**src/rtl/reg_file_if.sv**
```systemverilog
// Operand-read / write-back bus of the MIPS register file.
// master: pipeline side (drives write-back and read addresses); slave: register file.
interface reg_file_if #(
    parameter int ADDR_W     = 5,
    parameter int DATA_WIDTH = 32
);
    logic                  write_en;
    logic [ADDR_W-1:0]     write_addr;
    logic [DATA_WIDTH-1:0] write_data;
    logic                  read_en_1;
    logic [ADDR_W-1:0]     read_addr_1;
    logic [DATA_WIDTH-1:0] read_data_1;
    logic                  read_en_2;
    logic [ADDR_W-1:0]     read_addr_2;
    logic [DATA_WIDTH-1:0] read_data_2;

    modport master (
        output write_en, write_addr, write_data,
        output read_en_1, read_addr_1,
        output read_en_2, read_addr_2,
        input  read_data_1, read_data_2
    );

    modport slave (
        input  write_en, write_addr, write_data,
        input  read_en_1, read_addr_1,
        input  read_en_2, read_addr_2,
        output read_data_1, read_data_2
    );
endinterface

```
**src/rtl/reg_file.sv**
```systemverilog
// MIPS GPR file: REG_NUM x DATA_WIDTH, two combinational reads, one clocked write.
// Ports: clk, rst (async, active-low), rf (reg_file_if.slave: write port + two read ports).
// Optional macro REG_WRITE_BYPASS_EN forwards a same-cycle write-back to a matching read.
module reg_file #(
    parameter int REG_NUM    = 32,
    parameter int DATA_WIDTH = 32,
    parameter int ZERO_REG   = 0
) (
    input  logic      clk,
    input  logic      rst,
    reg_file_if.slave rf
);
    localparam int ADDR_W = $clog2(REG_NUM);
    localparam logic [ADDR_W-1:0] ZERO_ADDR = ADDR_W'(ZERO_REG);

    logic [DATA_WIDTH-1:0] regs [REG_NUM];
    logic                  wr_ok;

    // Writes to the hardwired-zero register are dropped here, so it never leaves 0.
    assign wr_ok = rf.write_en && (rf.write_addr != ZERO_ADDR);

    always_ff @(posedge clk or negedge rst) begin
        if (!rst) begin
            for (int i = 0; i < REG_NUM; i++) begin
                regs[i] <= '0;
            end
        end else if (wr_ok) begin
            regs[rf.write_addr] <= rf.write_data;
        end
    end

    // Outputs are forced to 0 while in reset: the array is already clear,
    // but the bypass path would otherwise leak write_data during reset.
    always_comb begin
        rf.read_data_1 = '0;
        if (rst && rf.read_en_1 && (rf.read_addr_1 != ZERO_ADDR)) begin
`ifdef REG_WRITE_BYPASS_EN
            if (wr_ok && (rf.write_addr == rf.read_addr_1)) begin
                rf.read_data_1 = rf.write_data;
            end else begin
                rf.read_data_1 = regs[rf.read_addr_1];
            end
`else
            rf.read_data_1 = regs[rf.read_addr_1];
`endif
        end
    end

    always_comb begin
        rf.read_data_2 = '0;
        if (rst && rf.read_en_2 && (rf.read_addr_2 != ZERO_ADDR)) begin
`ifdef REG_WRITE_BYPASS_EN
            if (wr_ok && (rf.write_addr == rf.read_addr_2)) begin
                rf.read_data_2 = rf.write_data;
            end else begin
                rf.read_data_2 = regs[rf.read_addr_2];
            end
`else
            rf.read_data_2 = regs[rf.read_addr_2];
`endif
        end
    end
endmodule

```
**src/flat_wrapper.sv**
```systemverilog
// flat-port wrapper written by rule: the top's interface ports become plain ports
module reg_file_flat 
#(
    parameter int REG_NUM    = 32,
    parameter int DATA_WIDTH = 32,
    parameter int ZERO_REG   = 0
)
  (clk, rst, rf_write_en, rf_write_addr, rf_write_data, rf_read_en_1, rf_read_addr_1, rf_read_en_2, rf_read_addr_2, rf_read_data_1, rf_read_data_2);
  reg_file_if #(.DATA_WIDTH(DATA_WIDTH)) rf_i ();
  input  logic clk;
  input  logic rst;
  input wire logic [$bits(rf_i.write_en)-1:0] rf_write_en;
  input wire logic [$bits(rf_i.write_addr)-1:0] rf_write_addr;
  input wire logic [$bits(rf_i.write_data)-1:0] rf_write_data;
  input wire logic [$bits(rf_i.read_en_1)-1:0] rf_read_en_1;
  input wire logic [$bits(rf_i.read_addr_1)-1:0] rf_read_addr_1;
  input wire logic [$bits(rf_i.read_en_2)-1:0] rf_read_en_2;
  input wire logic [$bits(rf_i.read_addr_2)-1:0] rf_read_addr_2;
  output wire logic [$bits(rf_i.read_data_1)-1:0] rf_read_data_1;
  output wire logic [$bits(rf_i.read_data_2)-1:0] rf_read_data_2;
  assign rf_i.write_en = rf_write_en;
  assign rf_i.write_addr = rf_write_addr;
  assign rf_i.write_data = rf_write_data;
  assign rf_i.read_en_1 = rf_read_en_1;
  assign rf_i.read_addr_1 = rf_read_addr_1;
  assign rf_i.read_en_2 = rf_read_en_2;
  assign rf_i.read_addr_2 = rf_read_addr_2;
  assign rf_read_data_1 = rf_i.read_data_1;
  assign rf_read_data_2 = rf_i.read_data_2;
  reg_file #(.REG_NUM(REG_NUM), .DATA_WIDTH(DATA_WIDTH), .ZERO_REG(ZERO_REG)) u_core (.clk(clk), .rst(rst), .rf(rf_i));
endmodule
```
**config.mk**
```make
export PLATFORM = sky130hd
export DESIGN_NAME = reg_file_flat
export DESIGN_NICKNAME = d
export VERILOG_FILES = /design/src/rtl/reg_file_if.sv /design/src/rtl/reg_file.sv /design/src/flat_wrapper.sv
export SDC_FILE = /design/constraint.sdc
export NUM_CORES = 2
export LEC_CHECK = 0
export BUFFER_PORTS_ARGS = -buffer_cell sky130_fd_sc_hd__buf_2
export CORE_AREA = 5 5 258 448
export DETAILED_ROUTE_END_ITERATION = 6
export DIE_AREA = 0 0 263 453
export GPL_TIMING_DRIVEN = 0
export MAX_ROUTING_LAYER = met4
export PLACE_DENSITY = 0.65
export SLEW_MARGIN = 0
export SYNTH_ARGS = -nofsm -noshare
export SYNTH_HDL_FRONTEND = slang
export SYNTH_SLANG_ARGS = --single-unit
export TNS_END_PERCENT = 10
```
**constraint.sdc**
```tcl
create_clock -name clk -period 2.9 [get_ports clk]
set_input_delay 0.435 -clock clk [delete_from_list [all_inputs] [get_ports clk]]
set_output_delay 0.435 -clock clk [all_outputs]
set_load 0.01 [all_outputs]
```
==> summary.txt <==
Floorplan
  – # rows: 162
  – Initial core utilization: 0.496
  – Die area: 0.119 mm^2
  – Core Region: 0.111 mm^2
  – Top Ports: 116
  – Chip Width: 263 um
  – Die height: 453 um

Placed design
  – Instance area at placement: 0.0578 mm^2
  – Routability cong.: 1.08
  – DPL Wire Length: 175000 um
  – Port Buf Inserts: 111
  – DP Cell Count: 5527
  – Dpl ws: -2.49 ns

Layout
  – Layout cells sized above 1: 0.483
  – Multi-input gate area: 0.0292 mm^2
  – Final-stage net count: 4271
  – Design Area, Final: 0.0648 mm^2
  – Register area: 0.0256 mm^2
  – Largest registers: u_core.regs x1024
  – Fin cells: 5770
  – Synthesis-to-finish area growth: 17.5%
  – Reg with most FFs: u_core.regs
  – Fillers: 8936
  – Finished Core Util: 0.583
  – Number of flip-flops in the largest register: 1024

STA
  – Setup TNS: -9.31 ns
  – Crit share post-route: 1.15
  – Setup Viol. Count Final: 64
  – Final worst setup slack: -0.429 ns
  – Fin. max-slew vios: 4
  – Final hold viol count: 0
  – Slew margin rel.: -0.0345
  – Skew final: 0 ns
  – Final Critical Period: 3.33 ns
  – Slew @ Worst Pin: 1.55 ns
  – Unrepaired setup endpoints after global routing: yes
  – Max Fclk: 300 MHz

Worst setup path
  – Crit path kind: input port to output port
  – Worst R2R End: u_core.regs[779]
  – Reg2Reg Launch Point: u_core.regs[779]
  – CP required: 2.47 ns
  – Worst setup SP type: input port
  – Crit end category: output port
  – Worst Path Arrival: 2.89 ns
  – R2r worst-path depth: 3
  – Worst R2R Setup Slack: 1.89 ns
  – Crit Path Max Fanout: 10

Clock network
  – H-Tree Depth: 3
  – CTS root buffer: clkbuf_16
  – CTS tree: built
  – CTS Buf Count: 99
  – CTS sink cnt: 1024
  – Max clock buf depth: 3
  – Insertion delay to the later sink of the worst-skew pair: 0.73 ns
  – Clock edge transition at the registers on the reported setup and hold paths: 0.06 ns

Logic synthesis
  – Synthesis Warnings: 0
  – Synth unique cells: 46
  – Flops & latches, synth: 1024
  – Share of the synthesized area in the top cell type: 0.464
  – Cell taking the most area after synthesis: dfrtp_1
  – Synth area leaders: dfrtp_1 (46%), mux2_2 (22%), mux4_2 (9.1%)
  – Cell count after synthesis: 3934
  – Syn Nets: 3986
  – Post-Syn Area: 0.0552 mm^2
  – Mean area per synthesized cell: 14.0 um^2
  – Register area share after synthesis: 0.464

Detailed routing
  – First DRT Iteration DRCs: 4900
  – DRC: 0
  – Vias post-DR: 41000
  – Antenna-violating nets left: 0
  – Highest routed layer: met4
  – Drt via density: 7.10
  – Met2 WL: 111000 um
  – Met3 wire len: 22300 um
  – WL final: 250000 um
  – Metal-1 WL: 82300 um
  – Drt wl/cell: 43.4 um
  – Drt pass-1 iters: 5

Run status
  – Outcome: finished with violations
  – Failing checks: max-capacitance violations, max-slew violations, negative setup slack

Global routing
  – Number of global-route vias before repair: 41200
  – Largest net degree at the start of global routing: 162
  – GRT Overall Usage: 0.426
  – Global-route wire length before repair: 340000 um
  – Congestion Overflow GR: 0
  – Initial antenna violation count: 11

Pwr
  – Power per cell area: 664 mW/mm^2
  – Worst vdd ir: 0.450 mV
  – Leak: 0.0288 uW

Hold path
  – Worst hold path class: input port to async pin

Job
  – Max-cap violations: 1
[critical path: stages]
cell and delay (ns):
buf_2 0.32, or3_4 0.28, buf_6 0.26, buf_6 0.26
o22ai_2 0.11, a211oi_4 0.78, a211oi_4 0.22, buf_2 0.20
[repair_timing]
| action | in CTS | in global routing |
|---|---|---|
| pin swaps | 61 | 32 |
| buffers inserted | 25 | 9 |
| setup endpoints to repair | 64 | 63 |
| resized for setup | 623 | 108 |
| hold endpoints to repair | 318 | 7 |
| hold buffers | 26 | 1 |
| gates cloned | 11 | 0 |
[how the worst max path moves through the flow]
stage,from,end,slack [ns],depth (start not counted)
floorplan,rf_read_addr_1[0],rf_read_data_1[20],0.54,6
finish,rf_read_addr_1[3],rf_read_data_1[11],-0.43,8
global placement,rst,rf_read_data_1[11],-23.38,5
detailed placement,rst,rf_read_data_2[17],-2.49,9
CTS,u_core.regs[843],rf_read_data_1[11],-0.16,4
global route,u_core.regs[779],rf_read_data_1[11],-0.46,4
[cell usage in the layout (no fill, tap or decap), types with 18 or more instances in the layout]
master / count
mux4_2: 226
nand4_1: 32
o21ai_2: 18
clkbuf_2: 32
buf_8: 21
o221ai_1: 30
a211oi_4: 38
nand3_1: 27
buf_4: 68
dlygate4sd3_1: 26
nand2_1: 105
clkbuf_1: 157
mux2_4: 34
buf_12: 33
mux2_2: 1028
clkbuf_8: 26
dfrtp_1: 1024
buf_2: 158
buf_1: 48
a221oi_1: 19
clkbuf_16: 104
o22ai_1: 21
mux4_1: 49
a22oi_1: 108
a221oi_2: 29
clkbuf_4: 33
a32oi_2: 19
buf_6: 43
mux2i_1: 474
[layout make-up]
class                      instances  area share
antenna                            5    0.000193
buffer                           442      0.0508
clock buffer                     142      0.0445
clock inverter                    29     0.00450
inverter                           2    0.000116
multi-input combinational       2461       0.450
sequential                      1024       0.395
tap                             1476      0.0285
timing repair buffer             189      0.0259
[cells in the mapped netlist (all sizes together)]
cell / n
mux2i: 476
nand3b: 6
o2111ai: 1
o22ai: 32
o211ai: 17
nand3: 32
nand2: 107
nor4: 1
a221oi: 63
a31oi: 3
inv: 2
or2: 1
mux2: 1071
and3b: 1
nand4: 32
a21oi: 34
a22oi: 110
nor3b: 4
or3: 1
a211o: 1
nor3: 2
or3b: 3
buf: 223
clkbuf: 224
a32oi: 31
a211oi: 58
nor2b: 7
dfrtp: 1024
o221ai: 32
nor2: 22
nand2b: 1
mux4: 275
o21ai: 31
and2: 3
and3: 3
[per-layer routing]
| metal | vias up | global-route usage |
|---|---|---|
| met4 | 0 | 0.413 |
| met5 | - | - |
| met3 | 1045 | 0.112 |
| li1 | 15700 | - |
| met2 | 2808 | 0.629 |
| met1 | 21500 | 0.460 |
[power breakdown]
| part | switching, uW | internal, uW |
|---|---|---|
| sequential | 2250 | 17000 |
| clock | 6030 | 7320 |
| combinational | 5230 | 5230 |
[cells by family after synthesis]
family / Yosys count / synth area share
AO/OA/AOI/OAI: 413 / 0.0555
buffers and inverters: 449 / 0.0400
flip-flops: 1024 / 0.464
AND/OR/NAND/NOR: 226 / 0.0196
multiplexers: 1822 / 0.421
[stage by stage]
stage                     total power (uW)  hold slack, ns
after CTS                            42400        0.000108
after floorplan                      24700           0.139
after global placement               28100           0.458
after detailed placement             28400           0.468
after global routing                 44100          0.0254
final                                43100          0.0227
Power figures use the tool's default switching activity.
